File: src/rtl/branch_predictor_bht.sv
// Bimodal branch predictor: PC-indexed saturating-counter table, DEC lookup,
// single-entry DEC->EXE branch record, EXE resolve/redirect and perf counters.
module branch_predictor_bht #(
  parameter int unsigned ENTRIES   = 16,
  parameter int unsigned CTR_BITS  = 2,
  parameter int unsigned RESET_CTR = 1,
  parameter int unsigned CNT_W     = 16
) (
  input  logic             Clock,
  input  logic             nReset,
  input  logic             dec_valid,
  input  logic [31:0]      dec_pc,
  input  logic [31:0]      dec_target,
  input  logic             stall,
  output logic             pred_taken,
  output logic [31:0]      pred_target,
  input  logic             exe_taken,
  output logic             mispredict,
  output logic [31:0]      redirect_pc,
  output logic [CNT_W-1:0] br_count,
  output logic [CNT_W-1:0] mispred_count
);

  localparam int unsigned IDX_W = $clog2(ENTRIES);
  localparam logic [CTR_BITS-1:0] CTR_MAX = {CTR_BITS{1'b1}};
  localparam logic [CTR_BITS-1:0] CTR_RST = CTR_BITS'(RESET_CTR);
  localparam logic [CNT_W-1:0]    CNT_MAX = {CNT_W{1'b1}};

  logic [CTR_BITS-1:0] table_q [ENTRIES];
  logic [CTR_BITS-1:0] cur_ctr;
  logic [CTR_BITS-1:0] upd_ctr_d;

  logic        exe_v_q;
  logic        exe_pred_q;
  logic [31:0] exe_pc_q;
  logic [31:0] exe_tgt_q;

  logic [IDX_W-1:0] dec_idx;
  logic [IDX_W-1:0] exe_idx;
  logic             upd_en;

  logic [CNT_W-1:0] br_count_q;
  logic [CNT_W-1:0] br_count_d;
  logic [CNT_W-1:0] mispred_count_q;
  logic [CNT_W-1:0] mispred_count_d;

  assign dec_idx = dec_pc[IDX_W+1:2];
  assign exe_idx = exe_pc_q[IDX_W+1:2];

  // DEC lookup: zero-latency read of the pre-update counter, no bypass
  always_comb begin
    pred_taken  = table_q[dec_idx][CTR_BITS-1];
    pred_target = pred_taken ? dec_target : dec_pc + 32'd4;
  end

  // EXE resolve: compare actual outcome against the stored prediction
  always_comb begin
    mispredict  = exe_v_q & (exe_taken ^ exe_pred_q);
    redirect_pc = '0;
    if (mispredict) begin
      redirect_pc = exe_taken ? exe_tgt_q : exe_pc_q + 32'd4;
    end
  end

  // Saturating counter step and saturating perf-count increments
  always_comb begin
    upd_en          = exe_v_q & ~stall;
    cur_ctr         = table_q[exe_idx];
    upd_ctr_d       = cur_ctr;
    br_count_d      = br_count_q;
    mispred_count_d = mispred_count_q;
    if (exe_taken) begin
      if (cur_ctr != CTR_MAX) upd_ctr_d = cur_ctr + CTR_BITS'(1);
    end else begin
      if (cur_ctr != '0) upd_ctr_d = cur_ctr - CTR_BITS'(1);
    end
    if (upd_en) begin
      if (br_count_q != CNT_MAX) br_count_d = br_count_q + CNT_W'(1);
      if (mispredict && (mispred_count_q != CNT_MAX)) begin
        mispred_count_d = mispred_count_q + CNT_W'(1);
      end
    end
  end

  // Counter table: reinitialised on reset, one entry written per resolved branch
  always_ff @(posedge Clock or negedge nReset) begin
    if (!nReset) begin
      for (int unsigned i = 0; i < ENTRIES; i++) table_q[i] <= CTR_RST;
    end else if (upd_en) begin
      table_q[exe_idx] <= upd_ctr_d;
    end
  end

  // DEC->EXE record: held on stall, wrong-path DEC branch squashed on mispredict
  always_ff @(posedge Clock or negedge nReset) begin
    if (!nReset) begin
      exe_v_q    <= 1'b0;
      exe_pred_q <= 1'b0;
      exe_pc_q   <= '0;
      exe_tgt_q  <= '0;
    end else if (!stall) begin
      exe_v_q    <= dec_valid & ~mispredict;
      exe_pred_q <= pred_taken;
      exe_pc_q   <= dec_pc;
      exe_tgt_q  <= dec_target;
    end
  end

  // Perf counter registers
  always_ff @(posedge Clock or negedge nReset) begin
    if (!nReset) begin
      br_count_q      <= '0;
      mispred_count_q <= '0;
    end else begin
      br_count_q      <= br_count_d;
      mispred_count_q <= mispred_count_d;
    end
  end

  assign br_count      = br_count_q;
  assign mispred_count = mispred_count_q;

endmodule
File: config.mk
export PLATFORM = sky130hd
export DESIGN_NAME = branch_predictor_bht
export DESIGN_NICKNAME = d
export VERILOG_FILES = /design/src/rtl/branch_predictor_bht.sv
export SDC_FILE = /design/constraint.sdc
export NUM_CORES = 1
export LEC_CHECK = 0
export CAP_MARGIN = 30
export CORE_UTILIZATION = 40
export DETAILED_ROUTE_END_ITERATION = 8
export HOLD_SLACK_MARGIN = 0.02
export PLACE_DENSITY = 0.66
export SKIP_CTS_REPAIR_TIMING = 1
export SLEW_MARGIN = 20
export SYNTH_ARGS = -nofsm -noshare
export SYNTH_HDL_FRONTEND = slang
export SYNTH_SLANG_ARGS = --single-unit
File: constraint.sdc
create_clock -name Clock -period 2.75 [get_ports Clock]
set_input_delay 0.4125 -clock Clock [delete_from_list [all_inputs] [get_ports Clock]]
set_output_delay 0.4125 -clock Clock [all_outputs]
set_load 0.1 [all_outputs]
==> run summary <==
The run finished, with violations left. The final reports fail on design-rule violations, negative setup slack. The number of nets in the synthesized netlist came out at 807. The fill cell total of the finished layout is 1306.

The CTS buffer count came out at 17. Summed over all instances, the cell type with the most area after synthesis is sky130_fd_sc_hd__dfrtp_1. The number of flip-flops and latches in the synthesized netlist is 130. The number of pins with negative max-slew slack in the final report is 0. The worst slew margin relative to its limit is 58.9%. The tightest min-delay check is of the in -> async type.

Setup repair after global routing could not meet its margin everywhere. The maximum ir drop on the vdd rail came out at about 0.53 mV. The number of nets at the end of the flow came out at 1049.

By area the synthesized netlist is led by sky130_fd_sc_hd__dfrtp_1, sky130_fd_sc_hd__mux2_2, sky130_fd_sc_hd__xnor2_1. CTS built an H-tree with a depth of 4. The initial utilization of the core area, before any placement, comes to about 40%. Counting every sink on the clock net gives between 100 and 150.

The mean post-synth cell area is ~10 sq um. The transition time at the pin with the least slew margin came out at 0.617 ns. The worst setup path is launched from a register. The global route total overflow came out at 0. The design area came out at 12300 sq um.

The leakage power of the design came out at a little over 5 nW. The number of rows in the core area came out at 49. The total setup violations reported at the end of the flow is 32.

Cells with a size suffix above 1 make up between 40% and 50% of the layout. The remaining routing DRC violations is 44. The number of port buffers is 166. The via count of the first global-routing pass is approximately 6200. The wire length reported by the detailed router came out at around 23 mm. CTS placed an instance of sky130_fd_sc_hd__clkbuf_16 at the clock tree root. The overall die height is 139 um. The DRC marker count from the first detailed-route iteration came out at 404.

The area share of the largest cell type after synthesis is 38.3%. TritonCTS built the clock tree. The final core area utilization came out at slightly below 70%. In the global route stage, overall resource usage came out at 22.4%. The final setup slack of the worst path is -0.0853 ns. The first global-routing pass estimated about 33 mm of wire.

The highest net fanout along the worst path came out at 7. The number of enable-type register cells in the synthesized netlist came out at 0. After detailed routing, the number of vias per cell comes to between 5 and 6. Data on the critical path is required at its endpoint by 2.34 ns. The most used flip-flop cell after synthesis is sky130_fd_sc_hd__dfrtp_1. The critical path data arrival time came out at between 2 and 2.5 ns. The number of maximum-capacitance constraint violations is 0. The number of different library cells in the post-synthesis netlist came out at 35. The signed area change from the synthesized netlist to the final layout came out at 64.5%. The placed wire-length estimate after detailed placement came out at 15.4 mm. The insertion delay to the later sink of the worst-skew pair is between 0.4 and 0.5 ns. The final hold violation count is 0.

The ratio of final minimum period to clock period is 103%. Yosys printed 0 warnings. The start point of the critical path is table_q[13]. The routability congestion estimate came out at 0.805. The core region is approximately 18000 sq um. The areal power density over the cells is between 600 and 700 nW/um^2. The start-to-end type of the worst setup path is reg -> out. The floorplan die area is 19200 sq um.

The pin count of the biggest net entering global routing came out at 53. The total via count in the routed design came out at 6617. The worst setup skew after layout is 0.00546 ns. The count of nets left with antenna violations after detail routing came out at 0. After synthesis, flip-flops and latches occupy 43.9% of the total area. The post-synthesis instance area came out at 7460 sq um.

The total I/O pin count is approximately 170. The post-detailed-placement cell area is approximately 11000 sq um. The floorplan step set the die width to 139 um. The reg-to-reg critical path startpoint is exe_pc_q[2]. The highest clock rate is approximately 350 MHz. The post-synthesis instance total came out at between 700 and 800.

After clock tree synthesis, the clock-pin slew on the worst setup and hold paths is about 0.070 ns. The type of destination of the critical path is a primary output. The post-synthesis async set-or-reset flop share is 100%. The number of detailed-route iterations in the first pass is 6. Counting I/O delays and the setup requirement, the final critical path takes 2.84 ns. The maximum buffer depth of the clock tree is 2.

The detail-routed net length per standard cell is 18.9 um. The number of antenna violations at the first check in global routing came to 1.
-- power by group --
group / leakage, nW / internal (mW) / switching, mW
clock network: 0.294 / 1.53 / 0.912
logic: 3.14 / 1.16 / 1.95
registers: 1.60 / 2.21 / 0.230
total: 5.03 / 4.91 / 3.09
-- path summary, 6_finish.rpt --
check                                   end  slack, ns  cells after the start
setup / recovery            pred_target[14]      -0.09                      8
hold / removal                exe_tgt_q[21]       0.49                      2
setup reg to reg                table_q[19]       0.33                      8
hold reg to reg            mispred_count[5]       0.49                      1
max in group asynchronous       table_q[18]       1.54                      3
min in group Clock         mispred_count[5]       0.49                      1
-- area by class of cell --
class / count / area (sq um) / share of cell area [%]
clock inverter: 14 / 203 / 1.65
tap: 229 / 287 / 2.34
multi-input combinational: 544 / 4810 / 39.2
inverter: 19 / 71.3 / 0.581
sequential: 130 / 3280 / 26.7
timing repair buffer: 261 / 3180 / 26.0
antenna: 2 / 5.00 / 0.0408
clock buffer: 18 / 429 / 3.50
-- flip-flops by register name, summed over array words and instances, names as in the netlist --
name           count
exe_pred_q         1
mispred_count     16
exe_tgt_q         32
table_q           32
exe_pc_q          32
exe_v_q            1
br_count          16
-- cell usage in the layout (no fill, tap or decap), types with 5 or more instances in the layout --
cell                                n
sky130_fd_sc_hd__a21oi_4           10
sky130_fd_sc_hd__o21ai_4           28
sky130_fd_sc_hd__buf_6              9
sky130_fd_sc_hd__buf_4            103
sky130_fd_sc_hd__o21ai_0           24
sky130_fd_sc_hd__nor4_4             7
sky130_fd_sc_hd__ha_1               6
sky130_fd_sc_hd__xor2_1            16
sky130_fd_sc_hd__mux2_2            99
sky130_fd_sc_hd__and4_1             8
sky130_fd_sc_hd__a21oi_1            6
sky130_fd_sc_hd__xnor2_2            5
sky130_fd_sc_hd__nor2_2             6
sky130_fd_sc_hd__and3_1             5
sky130_fd_sc_hd__nor3_1            10
sky130_fd_sc_hd__buf_12            76
sky130_fd_sc_hd__a21oi_2           13
sky130_fd_sc_hd__clkbuf_16         20
sky130_fd_sc_hd__clkdlybuf4s50_1   63
sky130_fd_sc_hd__dfstp_2           16
sky130_fd_sc_hd__dfrtp_1          112
sky130_fd_sc_hd__inv_1             17
sky130_fd_sc_hd__mux4_2             9
sky130_fd_sc_hd__nand2_2           17
sky130_fd_sc_hd__nand3_1           31
sky130_fd_sc_hd__nand4_1           22
sky130_fd_sc_hd__xnor2_1           65
sky130_fd_sc_hd__nor2_1            26
sky130_fd_sc_hd__nand2_1           79
-- metal layers --
layer,GRT usage (%),vias to the layer above,routed length [um]
li1,-,3071,-
met1,29.2,3305,9730
met2,36.3,207,11500
met3,5.09,34,1320
met4,8.52,0,481
met5,0,-,0
-- worst max-delay path, cell delays in order (launching register included) --
cell and delay (ns):
sky130_fd_sc_hd__dfrtp_1 0.41, sky130_fd_sc_hd__mux4_2 0.51, sky130_fd_sc_hd__mux2i_4 0.19, sky130_fd_sc_hd__mux2i_4 0.10, sky130_fd_sc_hd__buf_6 0.14, sky130_fd_sc_hd__buf_12 0.13
sky130_fd_sc_hd__clkbuf_16 0.17, sky130_fd_sc_hd__o21ai_4 0.17, sky130_fd_sc_hd__buf_12 0.19
-- metrics by stage --
| stage | hold WS [ns] | TNS (ns) | total power, mW | instances | setup slack (ns) |
|---|---|---|---|---|---|
| 2_1_floorplan | 0.117 | -1.06 | 4.42 | 731 | -0.334 |
| 3_3_place_gp | 0.399 | -5.94 | 5.38 | 1144 | -0.275 |
| 3_5_place_dp | 0.401 | -8.83 | 5.41 | 1144 | -0.365 |
| 4_1_cts | -0.0570 | -11.06 | 7.87 | 1176 | -0.377 |
| 5_1_grt | 0.496 | -4.52 | 8.30 | 1216 | -0.164 |
| 6_report | 0.488 | -1.74 | 8.00 | 1217 | -0.0853 |
-- cell families after synthesis --
family	synth area share (%)
adder cells (fa/ha/maj)	1.48
AO/OA/AOI/OAI	5.72
multiplexers	19.7
buffers and inverters	3.36
AND/OR/NAND/NOR	15.8
XOR/XNOR	10.1
flip-flops	43.9
-- cell usage after synthesis (all sizes together), types with 9 or more instances --
cell,instances
nand2,98
mux2,99
a21oi,29
nand3,33
o21ai,52
xnor2,70
nor2,32
mux4,12
and4,10
xor2,16
nor4,14
buf,9
nor3,15
dfrtp,114
clkbuf,31
dfstp,16
inv,18
nand4,22
No activity file was read; power rests on OpenSTA's default activity.
